## config.mk

```make
export PLATFORM = sky130hd
export DESIGN_NAME = mips_cpu_lsu
export DESIGN_NICKNAME = d
export VERILOG_FILES = /design/src/rtl/mips_cpu_pkg.sv /design/src/rtl/mips_cpu_lsu_align.sv /design/src/rtl/mips_cpu_lsu.sv
export SDC_FILE = /design/constraint.sdc
export NUM_CORES = 1
export LEC_CHECK = 0
export BUFFER_PORTS_ARGS = -buffer_cell sky130_fd_sc_hd__buf_2
export CELL_PAD_IN_SITES_DETAIL_PLACEMENT = 0
export CELL_PAD_IN_SITES_GLOBAL_PLACEMENT = 1
export CORE_UTILIZATION = 40
export DETAILED_ROUTE_END_ITERATION = 10
export HOLD_SLACK_MARGIN = 0.05
export PLACE_DENSITY = 0.83
export SLEW_MARGIN = 20
export SYNTH_ARGS = -nofsm -noshare
export SYNTH_HDL_FRONTEND = slang
export SYNTH_SLANG_ARGS = --single-unit
```

## constraint.sdc

```tcl
create_clock -name clk -period 4.5 [get_ports clk]
set_input_delay 1.125 -clock clk [delete_from_list [all_inputs] [get_ports clk]]
set_output_delay 1.125 -clock clk [all_outputs]
set_load 0.01 [all_outputs]
```

## src/rtl/mips_cpu_pkg.sv

```systemverilog
// mips_cpu_pkg: definitions shared by the multicycle MIPS core and its
// load/store unit.
//   lsu_op_t    - data-memory operation code. The core decodes its opcode
//                 into this type.
//   lsu_state_t - load/store unit FSM state. The ST_* constants are the
//                 state encodings.
//   lsuIsStore  - true for the operations that drive a bus write.
package mips_cpu_pkg;

    typedef enum logic [3:0] {
        LSU_LB  = 4'd0,
        LSU_LBU = 4'd1,
        LSU_LH  = 4'd2,
        LSU_LHU = 4'd3,
        LSU_LW  = 4'd4,
        LSU_LWL = 4'd5,
        LSU_LWR = 4'd6,
        LSU_SB  = 4'd7,
        LSU_SH  = 4'd8,
        LSU_SW  = 4'd9
    } lsu_op_t;

    typedef logic [2:0] lsu_state_t;

    localparam lsu_state_t ST_IDLE  = 3'd0;
    localparam lsu_state_t ST_RD    = 3'd1;
    localparam lsu_state_t ST_CAP   = 3'd2;
    localparam lsu_state_t ST_WR    = 3'd3;
    localparam lsu_state_t ST_FAULT = 3'd4;
    localparam lsu_state_t ST_RESP  = 3'd5;

    function automatic logic lsuIsStore(input logic [3:0] op);
        return (op == LSU_SB) || (op == LSU_SH) || (op == LSU_SW);
    endfunction

endpackage

```

## src/rtl/mips_cpu_lsu_align.sv

```systemverilog
// mips_cpu_lsu_align: combinational byte-lane logic for the load/store unit.
// Little-endian byte order: byte offset k selects lane k, which is bits
// [8k+7:8k].
//   op         in  4   lsu_op_t operation code
//   offset     in  2   byte offset, addr[1:0]
//   readdata   in  32  word returned by the bus
//   rtOld      in  32  current rt value; the merge source for LWL/LWR
//   storeData  in  32  rt value to be stored
//   byteenable out 4   lanes the access touches
//   writedata  out 32  store data replicated into the addressed lanes
//   loadData   out 32  extended or merged load result
//   misaligned out 1   access cannot be performed; undefined op codes also
//                      raise it
module mips_cpu_lsu_align
    import mips_cpu_pkg::*;
(
    input  logic [3:0]  op,
    input  logic [1:0]  offset,
    input  logic [31:0] readdata,
    input  logic [31:0] rtOld,
    input  logic [31:0] storeData,
    output logic [3:0]  byteenable,
    output logic [31:0] writedata,
    output logic [31:0] loadData,
    output logic        misaligned
);

    logic [4:0]  shLo;      // 8*k
    logic [4:0]  shHi;      // 8*(3-k); for a 2-bit k, 3-k equals ~k
    logic [7:0]  laneByte;
    logic [15:0] laneHalf;
    logic [31:0] mergeMask; // set bits come from memory, clear bits from rtOld

    assign shLo     = {offset, 3'b000};
    assign shHi     = {~offset, 3'b000};
    assign laneByte = readdata[shLo +: 8];
    assign laneHalf = offset[1] ? readdata[31:16] : readdata[15:0];

    always_comb begin
        byteenable = 4'b0000;
        writedata  = 32'h0;
        loadData   = 32'h0;
        misaligned = 1'b0;
        mergeMask  = 32'h0;
        case (op)
            LSU_LB: begin
                byteenable = 4'b0001 << offset;
                loadData   = {{24{laneByte[7]}}, laneByte};
            end
            LSU_LBU: begin
                byteenable = 4'b0001 << offset;
                loadData   = {24'h0, laneByte};
            end
            LSU_LH: begin
                byteenable = offset[1] ? 4'b1100 : 4'b0011;
                misaligned = offset[0];
                loadData   = {{16{laneHalf[15]}}, laneHalf};
            end
            LSU_LHU: begin
                byteenable = offset[1] ? 4'b1100 : 4'b0011;
                misaligned = offset[0];
                loadData   = {16'h0, laneHalf};
            end
            LSU_LW: begin
                byteenable = 4'b1111;
                misaligned = (offset != 2'b00);
                loadData   = readdata;
            end
            LSU_LWL: begin
                // Memory lanes 0..k fill the top bytes of rt.
                byteenable = 4'b1111 >> ~offset;
                mergeMask  = 32'hFFFF_FFFF << shHi;
                loadData   = (readdata << shHi) | (rtOld & ~mergeMask);
            end
            LSU_LWR: begin
                // Memory lanes k..3 fill the bottom bytes of rt.
                byteenable = 4'b1111 << offset;
                mergeMask  = 32'hFFFF_FFFF >> shLo;
                loadData   = (readdata >> shLo) | (rtOld & ~mergeMask);
            end
            LSU_SB: begin
                byteenable = 4'b0001 << offset;
                writedata  = {4{storeData[7:0]}};
            end
            LSU_SH: begin
                byteenable = offset[1] ? 4'b1100 : 4'b0011;
                misaligned = offset[0];
                writedata  = {2{storeData[15:0]}};
            end
            LSU_SW: begin
                byteenable = 4'b1111;
                misaligned = (offset != 2'b00);
                writedata  = storeData;
            end
            default: misaligned = 1'b1;
        endcase
    end

endmodule

```

## src/rtl/mips_cpu_lsu.sv

```systemverilog
// mips_cpu_lsu: load/store unit between the multicycle MIPS core and an
// Avalon-MM data port. It runs one access at a time.
// Core side:
//   req, op, addr, store_data, rt_old  request; sampled only in IDLE
//   busy, done, load_data, misaligned  status and result
// Avalon side:
//   address, read, write, writedata, byteenable, waitrequest, readdata
// Debug:
//   lsuState  current FSM state, encoded as the ST_* constants
// Handshake: a transfer on the bus completes on the first edge where read
// or write is high and waitrequest is low. address, byteenable and writedata
// stay stable until that edge. readdata is taken one cycle after the accepting
// edge. On the core side, req is a single-cycle strobe that is accepted only in
// IDLE. done pulses for one cycle, and load_data and misaligned are valid in
// that cycle.
module mips_cpu_lsu
    import mips_cpu_pkg::*;
#(
    parameter logic [31:0] RESET_ADDR = 32'h0000_0000
)
(
    input  logic        clk,
    input  logic        reset,
    input  logic        req,
    input  logic [3:0]  op,
    input  logic [31:0] addr,
    input  logic [31:0] store_data,
    input  logic [31:0] rt_old,
    output logic        busy,
    output logic        done,
    output logic [31:0] load_data,
    output logic        misaligned,
    output logic [31:0] address,
    output logic        read,
    output logic        write,
    input  logic        waitrequest,
    output logic [31:0] writedata,
    output logic [3:0]  byteenable,
    input  logic [31:0] readdata,
    output logic [2:0]  lsuState
);

    lsu_state_t  state;
    lsu_state_t  stateNext;

    logic [3:0]  opQ;
    logic [31:0] addrQ;
    logic [31:0] storeDataQ;
    logic [31:0] rtOldQ;

    logic        accept;
    logic        nextOnBus;
    logic [3:0]  srcOp;
    logic [31:0] srcAddr;
    logic [31:0] srcStoreData;
    logic [31:0] srcRtOld;

    logic [3:0]  alBe;
    logic [31:0] alWd;
    logic [31:0] alLoad;
    logic        alMis;

    assign accept = (state == ST_IDLE) && req;

    // In IDLE the request inputs are the source. The bus registers are loaded
    // on the same edge that latches the request, so they need this path.
    // In every other state the latched copies are the source, so the core may
    // change its inputs after acceptance.
    assign srcOp        = (state == ST_IDLE) ? op         : opQ;
    assign srcAddr      = (state == ST_IDLE) ? addr       : addrQ;
    assign srcStoreData = (state == ST_IDLE) ? store_data : storeDataQ;
    assign srcRtOld     = (state == ST_IDLE) ? rt_old     : rtOldQ;

    mips_cpu_lsu_align uAlign (
        .op         (srcOp),
        .offset     (srcAddr[1:0]),
        .readdata   (readdata),
        .rtOld      (srcRtOld),
        .storeData  (srcStoreData),
        .byteenable (alBe),
        .writedata  (alWd),
        .loadData   (alLoad),
        .misaligned (alMis)
    );

    always_comb begin
        stateNext = state;
        case (state)
            ST_IDLE: begin
                if (req) begin
                    if (alMis) begin
                        stateNext = ST_FAULT;
                    end else if (lsuIsStore(op)) begin
                        stateNext = ST_WR;
                    end else begin
                        stateNext = ST_RD;
                    end
                end
            end
            ST_RD:    if (!waitrequest) stateNext = ST_CAP;
            ST_CAP:   stateNext = ST_RESP;
            ST_WR:    if (!waitrequest) stateNext = ST_RESP;
            ST_FAULT: stateNext = ST_RESP;
            ST_RESP:  stateNext = ST_IDLE;
            default:  stateNext = ST_IDLE;
        endcase
    end

    assign nextOnBus = (stateNext == ST_RD) || (stateNext == ST_WR);

    // The outputs are registered and decoded from the next state. The bus
    // strobes therefore rise on the accepting edge and fall on the edge where
    // waitrequest is low.
    always_ff @(posedge clk) begin
        if (!reset) begin
            state      <= ST_IDLE;
            opQ        <= 4'h0;
            addrQ      <= 32'h0;
            storeDataQ <= 32'h0;
            rtOldQ     <= 32'h0;
            busy       <= 1'b0;
            done       <= 1'b0;
            misaligned <= 1'b0;
            load_data  <= 32'h0;
            read       <= 1'b0;
            write      <= 1'b0;
            address    <= RESET_ADDR;
            byteenable <= 4'b0000;
            writedata  <= 32'h0;
        end else begin
            state <= stateNext;
            if (accept) begin
                opQ        <= op;
                addrQ      <= addr;
                storeDataQ <= store_data;
                rtOldQ     <= rt_old;
            end
            busy       <= (stateNext == ST_RD) || (stateNext == ST_CAP) ||
                          (stateNext == ST_WR) || (stateNext == ST_FAULT);
            done       <= (stateNext == ST_RESP);
            misaligned <= (state == ST_FAULT);
            if (state == ST_CAP) begin
                load_data <= alLoad;
            end
            read       <= (stateNext == ST_RD);
            write      <= (stateNext == ST_WR);
            address    <= nextOnBus ? {srcAddr[31:2], 2'b00} : RESET_ADDR;
            byteenable <= nextOnBus ? alBe : 4'b0000;
            writedata  <= nextOnBus ? alWd : 32'h0;
        end
    end

    assign lsuState = state;

endmodule

```

== After elaboration in Yosys (flattened, before gate mapping) ==
Index checks and enable logic that the tools add are counted.

* Shift-type cells: 8
* Bitwise logic cells: 7
* Eq/ne operators: 21
* Reduce and logical (&&, ||, !) cells: 16
* Muxes and demuxes: 16

{| class="wikitable"
|+ Operators by type and width
! kind !! number
|-
| $pmux 32 s7 || 1
|-
| $mux 32 || 3
|-
| $pmux 32 s3 || 1
|-
| $and 32x32->32 || 2
|-
| $not 32->32 || 2
|-
| $or 32x32->32 || 2
|-
| $shiftx 32x6->8 || 1
|-
| $shl 32x5->32 || 1
|-
| $shl 32x5->32 const A || 1
|-
| $shr 32x5->32 || 1
|-
| $shr 32x5->32 const A || 1
|-
| $eq 4x3->1 const B || 5
|-
| $pmux 4 s5 || 1
|-
| $eq 4x4->1 const B || 4
|-
| $mux 16 || 1
|-
| $eq 3x2->1 const B || 4
|-
| $mux 3 || 4
|-
| $pmux 3 s4 || 1
|-
| $eq 3x3->1 const B || 3
|-
| $eq 4x2->1 const B || 2
|-
| $mux 4 || 2
|-
| $eq 3x1->1 const B || 2
|-
| $logic_or 1x1->1 || 6
|-
| $reduce_or 3->1 || 2
|-
| other kinds (14) || 15
|}

* Input bits: 136
* Logic and storage cells: 83
* Register bits: 208
* Output and inout port bits: 108

== Depth between registers and ports, before layout ==
* Word-level depth: 12
* Gate-level depth with buffers: 10
* Gate-level depth less buffers: 6

== Modules after synthesis ==
Synthesis repeated with hierarchy kept, for this count alone.

* Cell total of the unflattened synthesis: 1,363
* Area total of the unflattened synthesis: 10,281.1 um^2

{| class="wikitable"
|+ Modules (own cells, without submodules)
! module !! times used !! cells each !! sequential area each (um^2) !! area each (um^2)
|-
| mips_cpu_lsu || 1 || 1,049 || 4,124.0 || 7,842.5
|-
| mips_cpu_lsu_align || 1 || 314 || 0.0 || 2,438.6
|}

== Least setup slack after synthesis ==
OpenSTA, ideal clock, no wires.

* Path type: input-to-reg
* From: in addr[0]
* To: reg load_data[23]
* Arrival time: 2,833 ps
* Library setup time: 122 ps
* Path slack: 1,545 ps
* Data required time: 4,378 ps
* Cell stages on the path: 9
* Path buffers: 3
* Path through: or4b_1 clkbuf_1 and2_1 buf_2 clkbuf_1 o211ai_1 o21a_1 o21ai_0 a221o_1

* Word-level cells in the longest chain between the ends: 7
* Elaborated cells on any way between the ends: 14
* Classes of those cells: shift: 5; mux: 2; bitwise: 7

{| class="wikitable"
|+ RTL lines
! element !! RTL line !! source
|-
| from (decl) || mips_cpu_lsu.sv:26 || <nowiki>input logic [31:0] addr,</nowiki>
|-
| $mux 32 (*) || mips_cpu_lsu.sv:70 || <nowiki>assign srcAddr = (state == ST_IDLE) ? addr : addrQ;</nowiki>
|-
| $not 2->2 || mips_cpu_lsu_align.sv:35 || <nowiki>assign shHi = {~offset, 3'b000};</nowiki>
|-
| $shl 32x5->32 || mips_cpu_lsu_align.sv:72 || <nowiki>mergeMask = 32'hFFFF_FFFF << shHi;</nowiki>
|-
| $not 32->32 || mips_cpu_lsu_align.sv:73 || <nowiki>loadData = (readdata << shHi) | (rtOld & ~mergeMask);</nowiki>
|-
| $and 32x32->32 || mips_cpu_lsu_align.sv:73 ||
|-
| $or 32x32->32 || mips_cpu_lsu_align.sv:73 ||
|-
| $pmux 32 s7 (*) || mips_cpu_lsu_align.sv:45 || <nowiki>case (op)</nowiki>
|-
| to (signal assigned) || mips_cpu_lsu.sv:143 || <nowiki>load_data <= alLoad;</nowiki>
|-
| to (decl) || mips_cpu_lsu.sv:31 || <nowiki>output logic [31:0] load_data,</nowiki>
|}

Mark *: on every way between the ends. The rest lies on a longest branch, timed or not.
A chain may end at the register's enable or synchronous reset.

== Final worst setup path ==
* From: reg state[0], in the netlist lsuState[0]
* To: reg byteenable[2]

* Word-level cells in the longest chain between the ends: 11
* Elaborated cells on any way between the ends: 39
* Classes of those cells: eq/ne: 15; shift: 3; mux: 10; bitwise: 1; reduce/logical: 10

{| class="wikitable"
|+ RTL lines
! element !! RTL line !! source
|-
| from (decl) || mips_cpu_lsu.sv:43 || <nowiki>lsu_state_t state;</nowiki>
|-
| from (signal assigned) || mips_cpu_lsu.sv:131 || <nowiki>state <= stateNext;</nowiki>
|-
| $logic_not 3->1 || mips_cpu_lsu.sv:69, mips_cpu_lsu.sv:70, mips_cpu_lsu.sv:88 ||
|-
| $mux 4 || mips_cpu_lsu.sv:69 || <nowiki>assign srcOp = (state == ST_IDLE) ? op : opQ;</nowiki>
|-
| $eq 4x1->1, or another cell as far along || mips_cpu_lsu_align.sv:45 ||
|-
| $reduce_or 5->1 (no source line), or another cell as far along || -- ||
|-
| $pmux 1 s3 || mips_cpu_lsu_align.sv:45 ||
|-
| $mux 3 || mips_cpu_lsu.sv:91 || <nowiki>if (alMis) begin</nowiki>
|-
| $mux 3 || mips_cpu_lsu.sv:90 || <nowiki>if (req) begin</nowiki>
|-
| $pmux 3 s4 || mips_cpu_lsu.sv:88 || <nowiki>case (state)</nowiki>
|-
| $eq 3x1->1 / $eq 3x2->1 (equally long branches) || mips_cpu_lsu.sv:109 || <nowiki>assign nextOnBus = (stateNext == ST_RD) || (stateNext == ST_WR);</nowiki>
|-
| $logic_or 1x1->1 || mips_cpu_lsu.sv:109 ||
|-
| $reduce_and 2->1 (no source line) || -- ||
|-
| to (signal assigned) || mips_cpu_lsu.sv:148 || <nowiki>byteenable <= nextOnBus ? alBe : 4'b0000;</nowiki>
|-
| to (decl) || mips_cpu_lsu.sv:38 || <nowiki>output logic [3:0] byteenable,</nowiki>
|}

Parallel ways exist; a longest one is shown, timed or not.

==> impl_summary.md <==
Timing
On the final layout, the worst clock skew is 0.009212 ns. The total negative slack is 0 ns. The worst pin sits at a relative slew slack of 26.98%.

The slew at the pin with the worst max-slew slack is roughly 1.1 ns. After layout, the minimum clock period comes to roughly 3.6 ns. The final hold violation count is 0. The number of endpoints failing setup at the final stage is 0. Of the available clock period, the critical path in the final layout requires about four fifths.

The number of max-slew violations in the final report is 0. Setup repair after global routing left no endpoint under its margin. Static timing analysis puts the maximum clock frequency at around 280 MHz.

Synthesis
The netlist area before placement is approximately 11000 sq um. The cell count after synthesis came out at ~1300. After synthesis the netlist holds a flip-flop and latch count of between 200 and 250. Dividing the synthesized area by the synthesized cell count gives roughly 8 sq um. During synthesis, Yosys emitted a total of 0 warnings. The synthesized netlist contains just over 70 unique library cells. The synthesized design contains 0 enable-type register cells. The portion of the post-synthesis area used by sequential elements is 39.14%.

The fraction of registers with async set or reset after synthesis is 0%. In the synthesized netlist the dominant register cell turns out to be sky130_fd_sc_hd__dfxtp_1.

Power and ir drop
In this run the power density over the cells is around 650 nW/um^2. The static leakage is between 5 and 6 nW. The largest voltage drop on the vdd net is 0.5155 mV.

GRT
The number of global-route vias before repair is around 9900. For this run, the total global-route usage over all layers was measured as a little over a quarter. In the global route stage, met2 resource usage came out at a little over two fifths. The number of antenna violations at the first check in global routing is 3. The layer with the highest usage is met2. The sum of overflow across all layers after global routing is 0. The met3 track demand over resource in global routing is about 5.5%. The first global-routing pass estimated 57.07 mm of wire. Entering global routing, the biggest net connects 102 pins. For this run, global-route usage on met1 was measured as between 30% and 40%.

Die
The cell row count is slightly below 60. In this run the horizontal extent of the chip is between 150 and 200 um. In this run the vertical extent of the chip is between 150 and 200 um. The area of the core is 25910 sq um.

The initial core utilization is approximately two fifths. The die covers ~27000 sq um. The I/O pin total is 244.

Worst setup path
The largest incremental delay on the critical path is between 0.7 and 0.8 ns. The kind of cell with the highest combined delay along the critical path is simple AND/OR/NAND/NOR gates. The biggest fanout along the worst timing path is 23. The count of buffer and inverter cells on the critical path is 1. The critical path goes through nor3_4 > buf_4 > mux2i_1 > a21oi_1 > nand2b_1 > nor4_1. The critical path start-end classification is flip-flop to flip-flop. The slowest stage of the critical path is the sky130_fd_sc_hd__mux2i_1 cell.

The element type at the critical path end is a flip-flop. The worst setup path is launched from a flip-flop. The arrival time at the worst endpoint is roughly 4 ns. The critical path required time is 4.89 ns. The internal reg-to-reg setup slack is approximately 0.9 ns.

Clock network
The buffer cell driving the clock tree root is sky130_fd_sc_hd__clkbuf_16. The number of buffers inserted by post-CTS setup repair is 0. The hold buffer count at cts is 0.

Clock-pin slew was measured on the worst setup and hold paths at 0.06 ns. The sink count of the clock tree is approximately 200. TritonCTS built the clock tree. Counting along the longest clock path gives a buffer depth of 3. The TritonCTS buffer count is 24. The H-tree depth is 1. The clock latency of the later-clocked register in the worst-skew pair is roughly 0.52 ns.

Once the clock tree was built, the resizer swapped 0 gates to a different size.

Cells and area
The area growth from synthesis to layout is 20.91%. For this run, the post-layout net count is roughly 1600. Once layout is complete, the utilization of the core stands at 49.16%. After filler insertion, the fill cell instance count of the layout stands at roughly 2600. The number of standard cells in the layout, taps in and fillers out is between 1500 and 2000. The share of final-layout standard cells stronger than drive strength 1 is roughly 22%.

Placed design
Counting tap cells, the placed design contains a total of 1797 instances. The HPWL after detailed placement is ~25 mm. Routability-driven placement finished with a final weighted congestion of 0.9749. The count of buffers from port buffering is around 240.

Routing
Dividing the detail-routed wire length by the instance count gives between 20 and 25 um. The number of remaining DRC errors is 0. The detailed-router iteration count before antenna repair is 7. The DRC marker count from the first detailed-route iteration is ~1100. Dividing the detail-routed via count by the number of cells gives between 5 and 6.

The final wirelength is between 30 and 40 mm. The via count of the routed design is 10730. The remaining antenna violation count after routing is 0.

Worst hold path
The path category of the worst min-delay check is flip-flop to flip-flop.

Run
The max-cap violation count is 0.

Run status
The flow ran to the end, and the final reports show no timing, DRC or antenna violations.
[sequential cells by signal, indices dropped and copies added (netlist names)]
| register | cells |
|---|---|
| lsuState | 3 |
| address | 30 |
| storeDataQ | 32 |
| addrQ | 32 |
| write | 1 |
| writedata | 32 |
| read | 1 |
| rtOldQ | 32 |
| misaligned | 1 |
| byteenable | 4 |
| busy | 1 |
| done | 1 |
| load_data | 32 |
| opQ | 4 |
[placed cells by master (no fill, tap or decap), types with 15 or more instances in the layout]
cell type	Yosys	routed
sky130_fd_sc_hd__a22oi_1	16	15
sky130_fd_sc_hd__o22ai_1	20	20
sky130_fd_sc_hd__a21oi_1	138	138
sky130_fd_sc_hd__nor3b_1	39	39
sky130_fd_sc_hd__buf_2	33	241
sky130_fd_sc_hd__mux2i_1	87	87
sky130_fd_sc_hd__nand2_1	288	287
sky130_fd_sc_hd__o21ai_0	39	39
sky130_fd_sc_hd__nor3_1	20	20
sky130_fd_sc_hd__buf_4	4	22
sky130_fd_sc_hd__clkbuf_16	0	25
sky130_fd_sc_hd__nor2_1	70	69
sky130_fd_sc_hd__a211oi_1	34	34
sky130_fd_sc_hd__nand3_1	26	26
sky130_fd_sc_hd__dfxtp_1	206	205
sky130_fd_sc_hd__nor2b_1	17	17
[routing by layer]
metal / vias to the layer above / part of all wire, %
met4: 2 / 3.0
met5: - / 0.021
li1: 5089 / -
met2: 441 / 45
met1: 5119 / 44
met3: 78 / 8.0
[cell usage after synthesis, types with 4 or more instances]
cell type / number / area [sq um]
sky130_fd_sc_hd__o32ai_1: 8 / 70.07
sky130_fd_sc_hd__a21oi_1: 138 / 690.7
sky130_fd_sc_hd__nand3_1: 26 / 130.1
sky130_fd_sc_hd__a41oi_1: 10 / 87.58
sky130_fd_sc_hd__a221oi_1: 6 / 52.55
sky130_fd_sc_hd__o211ai_1: 10 / 75.07
sky130_fd_sc_hd__nand2b_1: 11 / 68.82
sky130_fd_sc_hd__mux2_2: 12 / 135.1
sky130_fd_sc_hd__o22ai_1: 20 / 125.1
sky130_fd_sc_hd__clkbuf_1: 78 / 292.8
sky130_fd_sc_hd__or3_1: 4 / 25.02
sky130_fd_sc_hd__o32a_1: 7 / 70.07
sky130_fd_sc_hd__buf_2: 33 / 165.2
sky130_fd_sc_hd__a211o_1: 6 / 52.55
sky130_fd_sc_hd__dfxtp_1: 206 / 4124
sky130_fd_sc_hd__a22o_1: 9 / 78.83
sky130_fd_sc_hd__nor3_1: 20 / 100.1
sky130_fd_sc_hd__and2_1: 4 / 25.02
sky130_fd_sc_hd__a211oi_1: 34 / 255.2
sky130_fd_sc_hd__a221o_1: 8 / 80.08
sky130_fd_sc_hd__nor2_1: 70 / 262.8
sky130_fd_sc_hd__a222oi_1: 8 / 80.08
sky130_fd_sc_hd__nand2_1: 288 / 1081
sky130_fd_sc_hd__mux2i_1: 87 / 870.8
sky130_fd_sc_hd__and3_1: 14 / 87.58
sky130_fd_sc_hd__a22oi_1: 16 / 120.1
sky130_fd_sc_hd__nor3b_1: 39 / 292.8
sky130_fd_sc_hd__nand4_1: 7 / 43.79
sky130_fd_sc_hd__a21o_1: 8 / 60.06
sky130_fd_sc_hd__nor2b_1: 17 / 106.4
sky130_fd_sc_hd__o21ai_0: 39 / 195.2
sky130_fd_sc_hd__o311ai_0: 6 / 52.55
sky130_fd_sc_hd__nor4_1: 12 / 75.07
sky130_fd_sc_hd__buf_4: 4 / 30.03
[area by class of cell]
class	instances	area [sq um]	area share, %
Sequential cell	206	4125	32.38
Clock inverter	11	167.7	1.316
Clock buffer	32	671.9	5.275
Timing Repair Buffer	265	1411	11.08
Antenna cell	3	7.507	0.05893
Inverter	3	12.51	0.09822
Tap cell	335	419.2	3.290
Multi-Input combinational cell	988	5923	46.50
[path summary, 6_finish.rpt]
| kind | from | endpoint | cells past startpoint |
|---|---|---|---|
| worst max-delay path | lsuState[0] | byteenable[2] | 6 |
| worst min-delay path | storeDataQ[24] | storeDataQ[24] | 2 |
| worst max register to register | lsuState[0] | byteenable[2] | 6 |
| worst min register to register | storeDataQ[24] | storeDataQ[24] | 2 |
[power by group]
group / switching, mW / internal (mW)
registers: 0.252 / 2.18
clock network: 0.802 / 1.28
logic: 2.46 / 1.36
[worst reg2reg max path: stages (launching register included)]
cell and delay [ns]:
sky130_fd_sc_hd__dfxtp_1 0.53, sky130_fd_sc_hd__nor3_4 0.40, sky130_fd_sc_hd__buf_4 0.32, sky130_fd_sc_hd__mux2i_1 0.77, sky130_fd_sc_hd__a21oi_1 0.21, sky130_fd_sc_hd__nand2b_1 0.70
sky130_fd_sc_hd__nor4_1 0.55
[cell families (layout without fill, tap and decap cells)]
logic type	Yosys count	count (layout)	synth area share [%]
other cells	1	5	0.03560
mux	100	100	9.691
flops	206	206	39.14
buf+inv	123	311	5.142
xor+xnor	1	1	0.08315
compound gates	360	360	22.96
simple gates	525	525	22.95
[stage by stage]
step	total power, mW	cell area, sq um	setup WS [ns]	hold slack, ns
2_1_floorplan	5.133	10540	1.545	0.4357
3_3_place_gp	6.223	11890	0.7342	0.4406
3_5_place_dp	6.241	11890	0.6559	0.4458
4_1_cts	8.337	12730	0.8675	0.4539
5_1_grt	8.812	12730	0.5585	0.4705
6_report	8.331	12740	0.8866	0.4525
(Power assumes the default switching activity.)
